==> src/rtl/data_mem_mmio.sv <==
// Data-side memory subsystem for a single-cycle core: word RAM, byte TX FIFO
// with a valid/ready sink port, and a compare timer with an interrupt output.
// Loads are combinational so the core never stalls; all state updates on clk.
module data_mem_mmio #(
    parameter int RAM_WORDS  = 64,
    parameter int FIFO_DEPTH = 8,
    parameter int TIMER_W    = 32
) (
    input  logic        clk,
    input  logic        reset,
    input  logic        mem_write,
    input  logic [31:0] data_memory_addr,
    input  logic [31:0] write_data,
    output logic [31:0] read_data,
    output logic [7:0]  tx_data,
    output logic        tx_valid,
    input  logic        tx_ready,
    output logic        irq
);

    localparam int RAM_AW  = $clog2(RAM_WORDS);
    localparam int FIFO_AW = $clog2(FIFO_DEPTH);
    localparam int CNT_W   = FIFO_AW + 1;

    localparam logic [31:0]      RAM_BYTES = 32'(RAM_WORDS * 4);
    localparam logic [CNT_W-1:0] FULL_CNT  = CNT_W'(FIFO_DEPTH);

    typedef enum logic [2:0] {
        REG_TXDATA = 3'd0,
        REG_TXSTAT = 3'd1,
        REG_TCOUNT = 3'd2,
        REG_TCMP   = 3'd3,
        REG_TCTL   = 3'd4
    } mmio_reg_e;

    // ------------------------------------------------------------------
    // Address decode (addr[1:0] never affects selection of a word)
    // ------------------------------------------------------------------
    logic              ram_sel;
    logic              mmio_sel;
    logic [RAM_AW-1:0] ram_idx;
    mmio_reg_e         reg_sel;

    assign ram_sel  = !data_memory_addr[31] && (data_memory_addr < RAM_BYTES);
    assign mmio_sel = (data_memory_addr[31:8] == 24'h800000);
    assign ram_idx  = data_memory_addr[RAM_AW+1:2];
    assign reg_sel  = mmio_reg_e'(data_memory_addr[4:2]);

    logic wr_txdata;
    logic wr_txstat;
    logic wr_tcount;
    logic wr_tcmp;
    logic wr_tctl;

    assign wr_txdata = mem_write && mmio_sel && (reg_sel == REG_TXDATA);
    assign wr_txstat = mem_write && mmio_sel && (reg_sel == REG_TXSTAT);
    assign wr_tcount = mem_write && mmio_sel && (reg_sel == REG_TCOUNT);
    assign wr_tcmp   = mem_write && mmio_sel && (reg_sel == REG_TCMP);
    assign wr_tctl   = mem_write && mmio_sel && (reg_sel == REG_TCTL);

    // ------------------------------------------------------------------
    // Word RAM
    // ------------------------------------------------------------------
    logic [31:0] ram_q [RAM_WORDS];

    // RAM write port; async read below returns pre-edge data on read-during-write.
    // NOTE: storage arrays are deliberately left out of reset so they map onto
    // RAM macros; only control state needs a known value after reset.
    always_ff @(posedge clk) begin
        if (mem_write && ram_sel) begin
            ram_q[ram_idx] <= write_data;
        end
    end

    // ------------------------------------------------------------------
    // TX FIFO
    // ------------------------------------------------------------------
    logic [7:0]         fifo_mem_q [FIFO_DEPTH];
    logic [FIFO_AW-1:0] rd_ptr_q, rd_ptr_d;
    logic [FIFO_AW-1:0] wr_ptr_q, wr_ptr_d;
    logic [CNT_W-1:0]   fcnt_q, fcnt_d;
    logic               ovf_q, ovf_d;

    logic fifo_full;
    logic fifo_empty;
    logic push;
    logic pop;

    assign fifo_full  = (fcnt_q == FULL_CNT);
    assign fifo_empty = (fcnt_q == '0);
    assign push       = wr_txdata && !fifo_full;
    assign pop        = !fifo_empty && tx_ready;

    // FIFO pointer/count/overflow next state; a push into a full FIFO is
    // dropped even if the same edge pops, and its ovf set beats a clear.
    always_comb begin
        // NOTE: every next-state signal gets a default first so no path
        // through this block can leave it unassigned and infer a latch.
        rd_ptr_d = rd_ptr_q;
        wr_ptr_d = wr_ptr_q;
        fcnt_d   = fcnt_q;
        ovf_d    = ovf_q;

        if (push) begin
            wr_ptr_d = wr_ptr_q + FIFO_AW'(1);
        end
        if (pop) begin
            rd_ptr_d = rd_ptr_q + FIFO_AW'(1);
        end
        if (push && !pop) begin
            fcnt_d = fcnt_q + CNT_W'(1);
        end else if (pop && !push) begin
            fcnt_d = fcnt_q - CNT_W'(1);
        end

        if (wr_txdata && fifo_full) begin
            ovf_d = 1'b1;
        end else if (wr_txstat && write_data[2]) begin
            ovf_d = 1'b0;
        end
    end

    // FIFO control registers.
    // NOTE: sequential state uses non-blocking assignments so every register
    // samples pre-edge values regardless of block ordering.
    always_ff @(posedge clk) begin
        if (reset) begin
            rd_ptr_q <= '0;
            wr_ptr_q <= '0;
            fcnt_q   <= '0;
            ovf_q    <= 1'b0;
        end else begin
            rd_ptr_q <= rd_ptr_d;
            wr_ptr_q <= wr_ptr_d;
            fcnt_q   <= fcnt_d;
            ovf_q    <= ovf_d;
        end
    end

    // FIFO byte storage; stale entries are hidden by the empty gating on tx_data.
    always_ff @(posedge clk) begin
        if (push) begin
            fifo_mem_q[wr_ptr_q] <= write_data[7:0];
        end
    end

    assign tx_valid = !fifo_empty;
    assign tx_data  = fifo_empty ? 8'h00 : fifo_mem_q[rd_ptr_q];

    // ------------------------------------------------------------------
    // Compare timer
    // ------------------------------------------------------------------
    logic [TIMER_W-1:0] tcnt_q, tcnt_d;
    logic [TIMER_W-1:0] tcmp_q, tcmp_d;
    logic               en_q, en_d;
    logic               irq_en_q, irq_en_d;
    logic               match_q, match_d;
    logic               hit;

    assign hit = en_q && (tcnt_q == tcmp_q);

    // Timer next state; a TCOUNT write overrides increment/reload, and a
    // compare hit on the same edge as a match clear leaves match set.
    always_comb begin
        tcnt_d   = tcnt_q;
        tcmp_d   = tcmp_q;
        en_d     = en_q;
        irq_en_d = irq_en_q;
        match_d  = match_q;

        if (wr_tcount) begin
            tcnt_d = write_data[TIMER_W-1:0];
        end else if (hit) begin
            tcnt_d = '0;
        end else if (en_q) begin
            tcnt_d = tcnt_q + TIMER_W'(1);
        end

        if (wr_tcmp) begin
            tcmp_d = write_data[TIMER_W-1:0];
        end

        if (wr_tctl) begin
            en_d     = write_data[0];
            irq_en_d = write_data[1];
        end

        if (hit) begin
            match_d = 1'b1;
        end else if (wr_tctl && write_data[2]) begin
            match_d = 1'b0;
        end
    end

    // Timer registers.
    always_ff @(posedge clk) begin
        if (reset) begin
            tcnt_q   <= '0;
            tcmp_q   <= '0;
            en_q     <= 1'b0;
            irq_en_q <= 1'b0;
            match_q  <= 1'b0;
        end else begin
            tcnt_q   <= tcnt_d;
            tcmp_q   <= tcmp_d;
            en_q     <= en_d;
            irq_en_q <= irq_en_d;
            match_q  <= match_d;
        end
    end

    assign irq = match_q && irq_en_q;

    // ------------------------------------------------------------------
    // Load path
    // ------------------------------------------------------------------
    // Combinational read mux over RAM and MMIO registers; unmapped reads 0.
    always_comb begin
        read_data = 32'h0;
        if (ram_sel) begin
            read_data = ram_q[ram_idx];
        end else if (mmio_sel) begin
            case (reg_sel)
                REG_TXSTAT: begin
                    read_data[8 +: CNT_W] = fcnt_q;
                    read_data[2]          = ovf_q;
                    read_data[1]          = fifo_empty;
                    read_data[0]          = fifo_full;
                end
                REG_TCOUNT: read_data = 32'(tcnt_q);
                REG_TCMP:   read_data = 32'(tcmp_q);
                REG_TCTL:   read_data = {29'b0, match_q, irq_en_q, en_q};
                default:    read_data = 32'h0;
            endcase
        end
    end

endmodule

==> config.mk <==
export PLATFORM = sky130hd
export DESIGN_NAME = data_mem_mmio
export DESIGN_NICKNAME = d
export VERILOG_FILES = /design/src/rtl/data_mem_mmio.sv
export SDC_FILE = /design/constraint.sdc
export NUM_CORES = 2
export LEC_CHECK = 0
export BUFFER_PORTS_ARGS = -buffer_cell sky130_fd_sc_hd__buf_2
export CAP_MARGIN = 30
export CORE_UTILIZATION = 40
export DETAILED_ROUTE_END_ITERATION = 8
export MAX_ROUTING_LAYER = met4
export SLEW_MARGIN = 20
export SYNTH_ARGS = -nofsm -noshare
export SYNTH_HDL_FRONTEND = slang
export SYNTH_SLANG_ARGS = --single-unit
==> constraint.sdc <==
create_clock -name clk -period 3.6 [get_ports clk]
set_input_delay 0.36 -clock clk [delete_from_list [all_inputs] [get_ports clk]]
set_output_delay 0.36 -clock clk [all_outputs]
set_load 0.05 [all_outputs]
==> flow_summary.yaml <==
outcome:
  status: "finished with violations"
  failed_checks: "setup timing"
pwr:
  powerDensity_nw_per_um2: 517
  irDropWorstVdd_v: 0.000512
  leakage_nw: 33.3
  p_total_w: 0.0535
floorplanning:
  fp-row-count: 169
  die_h_um: 465
  start_util_pct: 40.4
  core_area_um2: 213000
  io_pins: 110
  die_area_um2: 217000
  die_w_um: 465
cts:
  cts_setup_buffers: 0
  cts.root.buffer_cell: "clkbuf_16"
  insertion_delay_ns: 0.88
  cts_sinks: 2193
  cts_made_buffers: 213
  h-tree-depth: 4
  clk_pin_slew_ns: 0.07
  tritoncts: "yes"
  cts.path.max_buffers: 3
critical_path:
  cp-start-kind: "primary input"
  endpoint_kind: "output pin"
  slowest_delay_ns: 0.51
  rr_worst_depth: 11
  path_common_cell: "buf_4"
  worstPathMaxFanout: 18
  worstPathRequired_ns: 3.24
  cp.arrival_ns: 3.27
  crit_path_cell_trace: "buf_4 > inv_2 > nand3_1 > buf_4 > a221oi_1 > o21ai_0 > buf_4 > nand4_1 > buf_4 > o31a_1 > buf_2"
  r2r_end: "fcnt_q[3]"
  r2r-start: "fcnt_q[0]"
  critPathKind: "in -> out"
  regToRegSetupSlack_ns: 0.77
  cp_slowest_cell: "inv_2"
final_layout:
  final_cell_count_no_fill: 7908
  nets: 4976
  drive_gt1_share_pct: 33.5
  syn2layout_area_growth_pct: 20.4
timing:
  rsz0062_at_grt: "yes"
  max-slew-margin-rel_pct: 27.7
  finalClockSkew_ns: 0.0715
  setup_violations: 1
  final-max-slew-violation-count: 0
  hold_violations: 0
  finalCritPeriodShare_pct: 101
  min_period_ns: 3.63
  tns_ns: -0.0339
  worst_slack_ns: -0.0339
  max_freq_ghz: 0.275
  tightest_slew_ns: 1.08
  timing.hold.ws_ns: 0.0722
drt:
  via_count: 48200
  routed_wl_um: 277000
  routedWlPerCell_um: 35.0
  first_pass_iters: 6
  vias_per_cell: 6.09
  drtIter0Drc: 7274
  antenna_left: 0
  drc: 0
yosys:
  synth_seq_cells: 2193
  ys_seq_area_share_pct: 75.8
  syn_inst: 4186
  synth_flop_cell: "edfxtp_1"
  ys.warnings.count: 0
  ys_types: 83
  syn_area_um2: 85900
  yosys.area.top_type: "edfxtp_1"
  postSynthAreaPerCell_um2: 20.5
  synth_top_area_share_pct: 73.9
  synth-edff-count: 2112
  async_flop_share_pct: 0
  synth_area_leaders: "edfxtp_1 (74%), mux4_2 (13%), mux2i_1 (2.0%)"
  syn_nets: 4261
global_routing:
  grt_util_all_layers_pct: 26.1
  antenna_found_initial: 30
  grt_start_max_net_pins: 75
  grt_pass1_vias: 46300
  overflow: 0
  grt_first_pass_wirelength_um: 379000
hold_path:
  hold_end: "ram_q[22][25]"
  hold_depth: 1
  hold_start: "write_data[25]"
  hold_class: "in -> reg"
placement:
  hpwl_um: 184000
  pre_cts_ws_ns: -0.466
  io_buffers: 107
  dp.cells: 7496
  gp_congestion: 0.987
flow_run:
  cap_violations: 0
-- through the flow --
stage / util [%] / area (um^2)
after floorplan: - / 85900
after global placement: 44.9 / 95600
after detailed placement: 45.0 / 95600
after CTS: 48.5 / 103000
after global routing: 48.6 / 103000
final: 48.6 / 103000
-- cell usage after synthesis, types with 7 or more instances --
cell type / count
a211oi_1: 17
a21oi_1: 74
a221oi_1: 57
a22o_1: 15
a22oi_1: 96
a31oi_1: 10
and2_1: 7
and3_1: 13
buf_1: 24
buf_2: 68
buf_4: 38
buf_6: 11
clkbuf_1: 105
dfxtp_1: 81
edfxtp_1: 2112
inv_1: 10
mux2_2: 22
mux2i_1: 172
mux4_2: 494
nand2_1: 112
nand2b_1: 12
nand3_1: 59
nand4_1: 19
nor2_1: 189
nor2b_1: 24
nor3_1: 41
nor4_1: 20
o2111ai_1: 8
o211ai_1: 8
o21ai_0: 37
o22ai_1: 27
o32ai_1: 9
or3_1: 14
or4_1: 7
xnor2_1: 23
xor2_1: 40
-- sequential cells by signal (all words and copies together) (netlist names), 3 cells and up, named ones only --
register	cells
ram_q	2048
fifo_mem_q	64
tcmp_q	32
tcnt_q	32
fcnt_q	4
rd_ptr_q	3
wr_ptr_q	3
-- worst max-delay path by stage --
stage,startpoint,depth (start not counted),end
global route,data_memory_addr[4],11,read_data[31]
finish,data_memory_addr[4],11,read_data[31]
CTS,ram_q[26][10],8,read_data[10]
floorplan,data_memory_addr[9],7,ram_q[15][0]
global placement,data_memory_addr[3],12,read_data[10]
detailed placement,data_memory_addr[7],12,read_data[1]
-- placed cells by master (no fill, tap or decap), types with 13 or more instances in the layout --
| cell | instances |
|---|---|
| dlygate4sd3_1 | 15 |
| o21ai_0 | 30 |
| buf_12 | 129 |
| clkbuf_16 | 214 |
| nor2_4 | 65 |
| buf_4 | 512 |
| dfxtp_1 | 81 |
| mux4_2 | 494 |
| a221oi_1 | 49 |
| xor2_1 | 40 |
| nand3_1 | 57 |
| and3_1 | 13 |
| o22ai_1 | 24 |
| nor4_1 | 14 |
| clkbuf_1 | 46 |
| edfxtp_1 | 2112 |
| nor2b_1 | 22 |
| nand2_1 | 109 |
| nor3_1 | 35 |
| or3_1 | 14 |
| mux2_2 | 21 |
| buf_2 | 75 |
| a22o_1 | 14 |
| bufinv_16 | 23 |
| xnor2_1 | 23 |
| mux2i_1 | 166 |
| nor2_1 | 123 |
| a21oi_1 | 69 |
| clkinv_1 | 51 |
| a22oi_1 | 88 |
| nand4_1 | 19 |
| clkinv_2 | 34 |
-- worst max-delay path, delay by kind of cell --
family	cells	cell delay (ns)
buf+inv	6	1.71
compound gates	3	0.79
simple gates	2	0.31
-- cell type report --
class | instances | area [um^2]
multi-input combinational | 1737 | 20700
sequential | 2193 | 65000
clock inverter | 130 | 1410
inverter | 10 | 37.5
tap | 2821 | 3530
fill | 17300 | 109000
timing repair buffer | 746 | 7200
antenna | 12 | 30.0
clock buffer | 259 | 5500
-- layer usage --
metal,routed length (um),vias to the layer above,GRT usage [%]
met4,10200,0,8.87
li1,-,19000,-
met2,127000,2752,38.7
met3,29400,464,5.36
met5,0,-,-
met1,110000,26000,36.0
-- kinds of logic after synthesis --
| logic type | share of synthesized area [%] |
|---|---|
| flip-flops | 75.8 |
| XOR/XNOR | 0.643 |
| adder cells (fa/ha/maj) | 0.111 |
| buffers and inverters | 1.48 |
| multiplexers | 15.3 |
| AND/OR/NAND/NOR | 3.23 |
| AO/OA/AOI/OAI | 3.53 |
-- repair_timing --
item	CTS	global route
hold buffers	12	3
cloned	0	1
setup endpoints to repair	24	19
endpoints found under the hold margin	76	22
resized for setup	87	33
pin swaps	15	14
-- report_power, final --
group | leakage (nW) | internal, W | switching, W | total (W)
Clock | 3.35 | 0.0126 | 0.00978 | 0.0223
Sequential | 19.6 | 0.0279 | 0.0000000000434 | 0.0279
Combinational | 10.3 | 0.00118 | 0.00203 | 0.00321
Total | 33.3 | 0.0417 | 0.0118 | 0.0535
Power figures use the tool's default switching activity.
